### config.mk
export PLATFORM = sky130hd
export DESIGN_NAME = segment_scan_encoder
export DESIGN_NICKNAME = d
export VERILOG_FILES = /design/src/rtl/segment_scan_encoder.sv
export SDC_FILE = /design/constraint.sdc
export NUM_CORES = 1
export LEC_CHECK = 0
export CORE_MARGIN = 3
export CORE_UTILIZATION = 32
export CTS_CLUSTER_DIAMETER = 80
export DETAILED_ROUTE_END_ITERATION = 10
export GPL_ROUTABILITY_DRIVEN = 0
export PLACE_DENSITY = 0.57
export SLEW_MARGIN = 5
export SYNTH_ARGS = -nofsm -noshare
export SYNTH_HDL_FRONTEND = slang
export SYNTH_SLANG_ARGS = --single-unit
### constraint.sdc
create_clock -name clk -period 6.9 [get_ports clk]
set_clock_uncertainty 0.1 [all_clocks]
set_input_delay 2.07 -clock clk [delete_from_list [all_inputs] [get_ports clk]]
set_output_delay 2.07 -clock clk [all_outputs]
set_load 0.005 [all_outputs]
### src/rtl/segment_scan_encoder.sv
// rtl/segment_scan_encoder.sv - Scanned seven-segment receiver that rebuilds digit codes and point flags per frame
//
// Purpose:
//   Samples the time-multiplexed, active-low segment/anode lines of a scanned
//   display, waits for each digit's pattern to be stable, decodes it back to a
//   4-bit code plus point flag and publishes a complete frame of digits.
//
// Parameters:
//   NUM_DIGITS     number of multiplexed digit positions (1..8)
//   STABLE_CYCLES  consecutive identical samples required before capture (>=1)
//   CNT_W          stability counter width, must hold STABLE_CYCLES
//
// Ports:
//   clk         system clock, rising edge
//   rst_n       asynchronous active-low reset
//   seg         active-low segments, [7:1] = a..g, [0] = dp
//   anode       active-low digit enables, one low bit selects a digit
//   digits      codes of the last complete frame, digit i at [4i+3:4i]
//   points      point flags of the last complete frame, 1 = dp lit
//   frameValid  one-cycle pulse when digits/points update
//   codeError   last complete frame held an unrecognised pattern
//   anodeError  sticky flag for a sample with two or more anodes low
//
// Build option:
//   SEG_INPUT_SYNC_EN  adds a 2-flop synchroniser on seg/anode ahead of the
//                      sample stage for an asynchronous display source.

module segment_scan_encoder #(
    parameter int NUM_DIGITS    = 4,
    parameter int STABLE_CYCLES = 4,
    parameter int CNT_W         = 8
) (
    input  logic                    clk,
    input  logic                    rst_n,
    input  logic [7:0]              seg,
    input  logic [NUM_DIGITS-1:0]   anode,
    output logic [4*NUM_DIGITS-1:0] digits,
    output logic [NUM_DIGITS-1:0]   points,
    output logic                    frameValid,
    output logic                    codeError,
    output logic                    anodeError
);

    localparam int             IDX_W    = (NUM_DIGITS > 1) ? $clog2(NUM_DIGITS) : 1;
    localparam logic [CNT_W-1:0] STABLE_C = CNT_W'(STABLE_CYCLES);
    // With a single-sample requirement the capture happens on the entry sample
    localparam logic           INSTANT  = (STABLE_CYCLES <= 1);

    typedef enum logic [1:0] {
        ST_SCAN   = 2'd0,
        ST_SETTLE = 2'd1,
        ST_HOLD   = 2'd2
    } state_t;

    // ------------------------------------------------------------------
    // Input path
    // ------------------------------------------------------------------
    logic [7:0]            w_seg_in;
    logic [NUM_DIGITS-1:0] w_anode_in;

`ifdef SEG_INPUT_SYNC_EN
    logic [7:0]            r_seg_m1;
    logic [7:0]            r_seg_m2;
    logic [NUM_DIGITS-1:0] r_anode_m1;
    logic [NUM_DIGITS-1:0] r_anode_m2;

    // Reset to all-high so the idle display reads as blank/no digit selected
    always_ff @(posedge clk or negedge rst_n) begin
        if (!rst_n) begin
            r_seg_m1   <= '1;
            r_seg_m2   <= '1;
            r_anode_m1 <= '1;
            r_anode_m2 <= '1;
        end else begin
            r_seg_m1   <= seg;
            r_seg_m2   <= r_seg_m1;
            r_anode_m1 <= anode;
            r_anode_m2 <= r_anode_m1;
        end
    end

    assign w_seg_in   = r_seg_m2;
    assign w_anode_in = r_anode_m2;
`else
    assign w_seg_in   = seg;
    assign w_anode_in = anode;
`endif

    // ------------------------------------------------------------------
    // Sample stage: current and previous registered sample
    // ------------------------------------------------------------------
    logic [7:0]            r_seg_s;
    logic [7:0]            r_seg_p;
    logic [NUM_DIGITS-1:0] r_anode_s;
    logic [NUM_DIGITS-1:0] r_anode_p;

    always_ff @(posedge clk or negedge rst_n) begin
        if (!rst_n) begin
            r_seg_s   <= '1;
            r_seg_p   <= '1;
            r_anode_s <= '1;
            r_anode_p <= '1;
        end else begin
            r_seg_s   <= w_seg_in;
            r_seg_p   <= r_seg_s;
            r_anode_s <= w_anode_in;
            r_anode_p <= r_anode_s;
        end
    end

    // ------------------------------------------------------------------
    // Anode classification
    // ------------------------------------------------------------------
    logic [3:0]       w_low_cnt;
    logic [IDX_W-1:0] w_idx;
    logic             w_one_hot;
    logic             w_anode_invalid;
    logic             w_anode_chg;
    logic             w_same;

    always_comb begin
        w_low_cnt = 4'd0;
        w_idx     = '0;
        for (int k = 0; k < NUM_DIGITS; k++) begin
            if (!r_anode_s[k]) begin
                w_low_cnt = w_low_cnt + 4'd1;
                w_idx     = IDX_W'(k);
            end
        end
    end

    assign w_one_hot       = (w_low_cnt == 4'd1);
    assign w_anode_invalid = (w_low_cnt > 4'd1);
    assign w_anode_chg     = (r_anode_s != r_anode_p);
    assign w_same          = !w_anode_chg && (r_seg_s == r_seg_p);

    // ------------------------------------------------------------------
    // Segment pattern decode
    // ------------------------------------------------------------------
    logic [3:0] w_code;
    logic       w_bad;
    logic       w_point;

    always_comb begin
        w_code = 4'hF;
        w_bad  = 1'b0;
        case (r_seg_s[7:1])
            7'b0000001: w_code = 4'h0;
            7'b1001111: w_code = 4'h1;
            7'b0010010: w_code = 4'h2;
            7'b0000110: w_code = 4'h3;
            7'b1001100: w_code = 4'h4;
            7'b0100100: w_code = 4'h5;
            7'b0100000: w_code = 4'h6;
            7'b0001111: w_code = 4'h7;
            7'b0000000: w_code = 4'h8;
            7'b0000100: w_code = 4'h9;
            7'b1111110: w_code = 4'hA;
            7'b1111111: w_code = 4'hF;
            default: begin
                w_code = 4'hF;
                w_bad  = 1'b1;
            end
        endcase
    end

    // Point is read straight off dp, whatever the segment pattern
    assign w_point = ~r_seg_s[0];

    // ------------------------------------------------------------------
    // Dwell decisions
    // ------------------------------------------------------------------
    state_t           r_state;
    logic [CNT_W-1:0] r_cnt;
    logic [CNT_W-1:0] w_cnt_inc;
    logic             w_enter;
    logic             w_capture;

    assign w_cnt_inc = r_cnt + CNT_W'(1);

    // w_enter: a new one-hot dwell starts on this sample (counter := 1).
    // HOLD re-evaluates a changed anode exactly like SCAN in the same cycle,
    // so back-to-back digits lose no samples.
    always_comb begin
        w_enter   = 1'b0;
        w_capture = 1'b0;
        case (r_state)
            ST_SCAN:   w_enter = w_one_hot;
            ST_SETTLE: begin
                if (w_same && w_one_hot) begin
                    w_capture = (w_cnt_inc >= STABLE_C);
                end else begin
                    w_enter = w_one_hot;
                end
            end
            ST_HOLD:   w_enter = w_anode_chg && w_one_hot;
            default:   w_enter = 1'b0;
        endcase
        if (w_enter && INSTANT) begin
            w_capture = 1'b1;
        end
    end

    // ------------------------------------------------------------------
    // FSM, shadow frame buffer and registered outputs
    // ------------------------------------------------------------------
    logic [4*NUM_DIGITS-1:0] r_sh_code;
    logic [NUM_DIGITS-1:0]   r_sh_pt;
    logic [NUM_DIGITS-1:0]   r_bad;
    logic [NUM_DIGITS-1:0]   r_mask;
    logic [4*NUM_DIGITS-1:0] r_digits;
    logic [NUM_DIGITS-1:0]   r_points;
    logic                    r_frame_valid;
    logic                    r_code_err;
    logic                    r_anode_err;
    logic                    w_mask_full;

    assign w_mask_full = &r_mask;

    always_ff @(posedge clk or negedge rst_n) begin
        if (!rst_n) begin
            r_state       <= ST_SCAN;
            r_cnt         <= '0;
            r_sh_code     <= '0;
            r_sh_pt       <= '0;
            r_bad         <= '0;
            r_mask        <= '0;
            r_digits      <= '1;
            r_points      <= '0;
            r_frame_valid <= 1'b0;
            r_code_err    <= 1'b0;
            r_anode_err   <= 1'b0;
        end else begin
            if (w_capture) begin
                r_state <= ST_HOLD;
            end else if (w_enter) begin
                r_state <= ST_SETTLE;
                r_cnt   <= CNT_W'(1);
            end else begin
                case (r_state)
                    ST_SETTLE: begin
                        if (w_same && w_one_hot) begin
                            r_cnt <= w_cnt_inc;
                        end else begin
                            r_state <= ST_SCAN;
                        end
                    end
                    ST_HOLD: begin
                        if (w_anode_chg) begin
                            r_state <= ST_SCAN;
                        end
                    end
                    default: r_state <= ST_SCAN;
                endcase
            end

            // Publish the frame one cycle after the last slot fills.
            r_frame_valid <= w_mask_full;
            if (w_mask_full) begin
                r_digits   <= r_sh_code;
                r_points   <= r_sh_pt;
                r_code_err <= |r_bad;
                r_mask     <= '0;
                r_bad      <= '0;
            end

            // Placed after the frame clear so a capture in the publish cycle
            // survives as the first slot of the next frame.
            if (w_capture) begin
                r_sh_code[{w_idx, 2'b00} +: 4] <= w_code;
                r_sh_pt[w_idx]                 <= w_point;
                r_bad[w_idx]                   <= w_bad;
                r_mask[w_idx]                  <= 1'b1;
            end

            if (w_anode_invalid) begin
                r_anode_err <= 1'b1;
            end
        end
    end

    assign digits     = r_digits;
    assign points     = r_points;
    assign frameValid = r_frame_valid;
    assign codeError  = r_code_err;
    assign anodeError = r_anode_err;

endmodule

==> metrics.md <==
| Metric | Value |
|---|---|
| Status | complete, no violations |
| Clk sinks | 85 |
| M1 GR Usage | 0.159 |
| # diodes | 0 |
| Post-route ant nets | 0 |
| Switching share of power | 0.235 |
| CP delay by family, top | flip-flops |
| FF+latch area | 2180 sq um |
| Final Hold Viols | 0 |
| Critical-path cell list | clkdlybuf4s50_1 |
| Clock root cell | clkbuf_16 |
| Critical path class | register to output pin |
| Peak VDD IR | between 100 and 150 uV |
| Clock-pin slew of the registers on the worst-case setup and hold paths | around 0.060 ns |
| Slew @ Worst Pin | between 1 and 1.5 ns |
| Drt drc | 0 |
| Total track usage | 0.109 |
| Worst Hold Class | register to register |
| Crit path largest cell delay | roughly 0.53 ns |
| Slowest-stage cell, CP | dfstp_2 |
| Max frequency | between 200 and 300 MHz |
| Row cnt | 39 |
| Pre-CTS WS | approximately 3.6 ns |
| Global-route wire length before repair | approximately 12000 microns |
| Syn Nets | 365 |
| Mapped Area | around 3800 sq um |
| Main synth FF type | dfrtp_1 |
| Port Buf Inserts | 36 |
| Async S/R FF share, synth | 1.00 |
| Max Cap Viol | 0 |
| Combinational Power Share | 0.056 |
| Area Overhead vs Synth | 20.7% |
| Placed wire-length estimate | 4590 microns |
| H-tree depth | 3 |
| I/O pin count | 37 |
| Worst-Skew Late Latency | approximately 0.33 ns |
| M3 GR Usage | 0.0289 |
| Fraction of layout cells with a size suffix above 1 | 0.215 |
| First DRT Iteration DRCs | 114 |
| Die H | about 110 microns |
| Switch Pwr | 0.246 mW |
| CP Data Required Time | around 4.7 ns |
| Cts hold-fix bufs | 0 |
| Crit Path Max Fanout | 2 |
| Seq pwr share | 0.500 |
| Largest net degree at the start of global routing | 86 |
| WL final | around 6600 microns |
| Syn avg cell area | about 11 sq um |
| Arrival @ worst endpoint | ~1.4 ns |
| Drt wl/cell | ~13 microns |
| Die area | around 13000 sq um |
| Stages on worst setup path | 1 |
| Initial antenna violation count | 0 |
| R2R cell count | 10 |
| Final Setup Violations | 0 |
| Area of the multi-input gates | approximately 1500 sq um |
| Fin worst setup slack | ~3.4 ns |
| Post-CTS Resized | 0 |
| Sequential fraction of the synthesis area | 0.573 |
| P_leak | approximately 2.1 nW |
| Slew Limit Fails | 0 |
| Post-synth EDFFs | 0 |
| # nets final | approximately 400 |
| CP bufs+invs | 1 |
| Fillers | between 1000 and 1500 |
| Via count | ~2500 |
| Final Critical Period | roughly 3.5 ns |
| WHS Path Cells | 0 |
| #FFs+latches synth | 85 |
| CTS tree | yes |
| Via density | 4.73 |
| Gr busiest metal | met1 |
| Pwr per Cell Area | about 230 nW/um^2 |
| CP Capture Type | output pin |
| Final period utilization | 0.511 |
| Core area | 11500 sq um |
| Die X | about 110 microns |
| Setup Total Neg Slack | 0 ns |
| Post-CTS setup buffer count | 0 |
| Synth unique cells | 50 |
| Clock network power share | 0.444 |
| Starting Density | 0.330 |
| Startpoint Class | register |
| CTS Buf Count | 9 |
| Rel. slew slack | 0.320 |
| Cell Int Power | roughly 0.80 mW |
| Yosys warnings | 0 |
| M2 GR Usage | 0.155 |
| Clk buf depth | 2 |
| GR Overflow Total | 0 |
| Mapped Cells | approximately 340 |
| Pre-Repair DR Iteration Count | 4 |
| RSZ-0062 raised after global routing | no |
| Number of global-route vias before repair | 2515 |
[state kept, by name (all words and copies together) (netlist names)]
register	flops
points	4
r_sh_pt	4
r_anode_p	4
r_anode_s	4
r_sh_code	16
r_seg_s	8
r_mask	4
frameValid	1
r_bad	4
r_seg_p	8
r_state	2
digits	16
anodeError	1
codeError	1
r_cnt	8
[power by group through the flow]
stage / Combinational, mW / Sequential (mW) / Clock, mW
5_1_grt: 0.0682 / 0.526 / 0.506
3_5_place_dp: 0.0604 / 0.533 / 0
3_3_place_gp: 0.0592 / 0.533 / 0
2_1_floorplan: 0.0411 / 0.526 / 0
6_report: 0.0592 / 0.525 / 0.466
4_1_cts: 0.0609 / 0.524 / 0.486
[placed cells by master (no fill, tap or decap), types with 3 or more instances in the layout]
master           count
nor4_1               5
clkdlybuf4s50_1     35
nand3b_1             3
nor2_1              21
nand3_1              3
dfrtp_1             45
a211oi_1             6
mux2_2              16
or3_1                3
xor2_1              14
mux2i_1             10
clkbuf_16            9
buf_4                3
o211ai_1             3
nor2b_1              8
nand2_1             81
dfstp_2             40
o21ai_0              8
ha_1                12
inv_1               11
[worst register-to-register path, stage by stage, from the launching register on]
cell	delay, ns
dfstp_2	0.56
inv_1	0.06
ha_1	0.31
xnor2_1	0.26
ha_1	0.29
nor2b_1	0.11
mux2i_1	0.09
o31a_1	0.30
a2111oi_4	0.47
nand2_1	0.26
mux2_2	0.33
[synth_stat cells, types with 2 or more instances]
master / count / area (sq um)
dfstp_2: 40 / 1050
o21ai_0: 8 / 40.0
dfrtp_1: 45 / 1130
or3_1: 3 / 18.8
buf_2: 5 / 25.0
clkbuf_1: 4 / 15.0
nor4_1: 5 / 31.3
ha_1: 12 / 150
a21oi_1: 2 / 10.0
nor2_1: 21 / 78.8
xor2_1: 14 / 123
nand2_1: 81 / 304
mux2i_1: 10 / 100
inv_1: 11 / 41.3
nand2b_1: 2 / 12.5
o211ai_1: 3 / 22.5
nor4_2: 2 / 25.0
nand4_1: 2 / 12.5
a32oi_1: 2 / 17.5
a211oi_1: 6 / 45.0
o21bai_1: 2 / 15.0
nand3_1: 3 / 15.0
a21o_1: 2 / 15.0
and4_1: 2 / 17.5
and3_1: 2 / 12.5
nand3b_1: 3 / 22.5
mux2_2: 16 / 180
nor2b_1: 8 / 50.1
or4_1: 2 / 15.0
[metal layers]
| metal | part of all wire | vias to the layer above |
|---|---|---|
| met2 | 0.45 | 52 |
| li1 | - | 1223 |
| met1 | 0.50 | 1205 |
| met3 | 0.042 | 3 |
| met5 | 0 | - |
| met4 | 0.0068 | 0 |
[logic make-up after synthesis]
family	count (synthesis)	share of synthesized area
xor gates and xnor gates	15	0.0346
buffers and inverters	23	0.0273
muxes	26	0.0738
DFF	85	0.573
and+or+nand+nor	141	0.173
adders and majority gates	12	0.0395
AOI/OAI and AO/OA	37	0.0784
[final cells by class]
class,count,share of cell area
sequential,85,0.475
clock inverter,5,0.00901
inverter,12,0.00983
clock buffer,11,0.0551
tap,143,0.0390
timing repair buffer,38,0.0813
multi-input combinational,231,0.331
[path summary, 6_finish.rpt]
kind                                    from            end  slack [ns]
max in group asynchronous              rst_n       r_cnt[2]        4.25
worst min-delay path            r_anode_s[0]   r_anode_p[0]        0.28
worst max register to register  r_anode_s[1]   r_sh_code[6]        3.62
worst max-delay path              digits[15]     digits[15]        3.38
worst min register to register  r_anode_s[0]   r_anode_p[0]        0.28
min in group asynchronous              rst_n  r_sh_code[13]        1.83
[metrics by stage]
step	std cells	hold WS, ns	util	cell area [sq um]	power, mW
after floorplan	339	0.252	-	3800	0.567
after global placement	509	0.280	0.373	4290	0.592
after detailed placement	509	0.282	0.373	4290	0.593
final	525	0.282	0.398	4580	1.05
after global routing	525	0.294	0.398	4580	1.10
after CTS	525	0.281	0.398	4580	1.07
No activity file was read; power rests on OpenSTA's default activity.
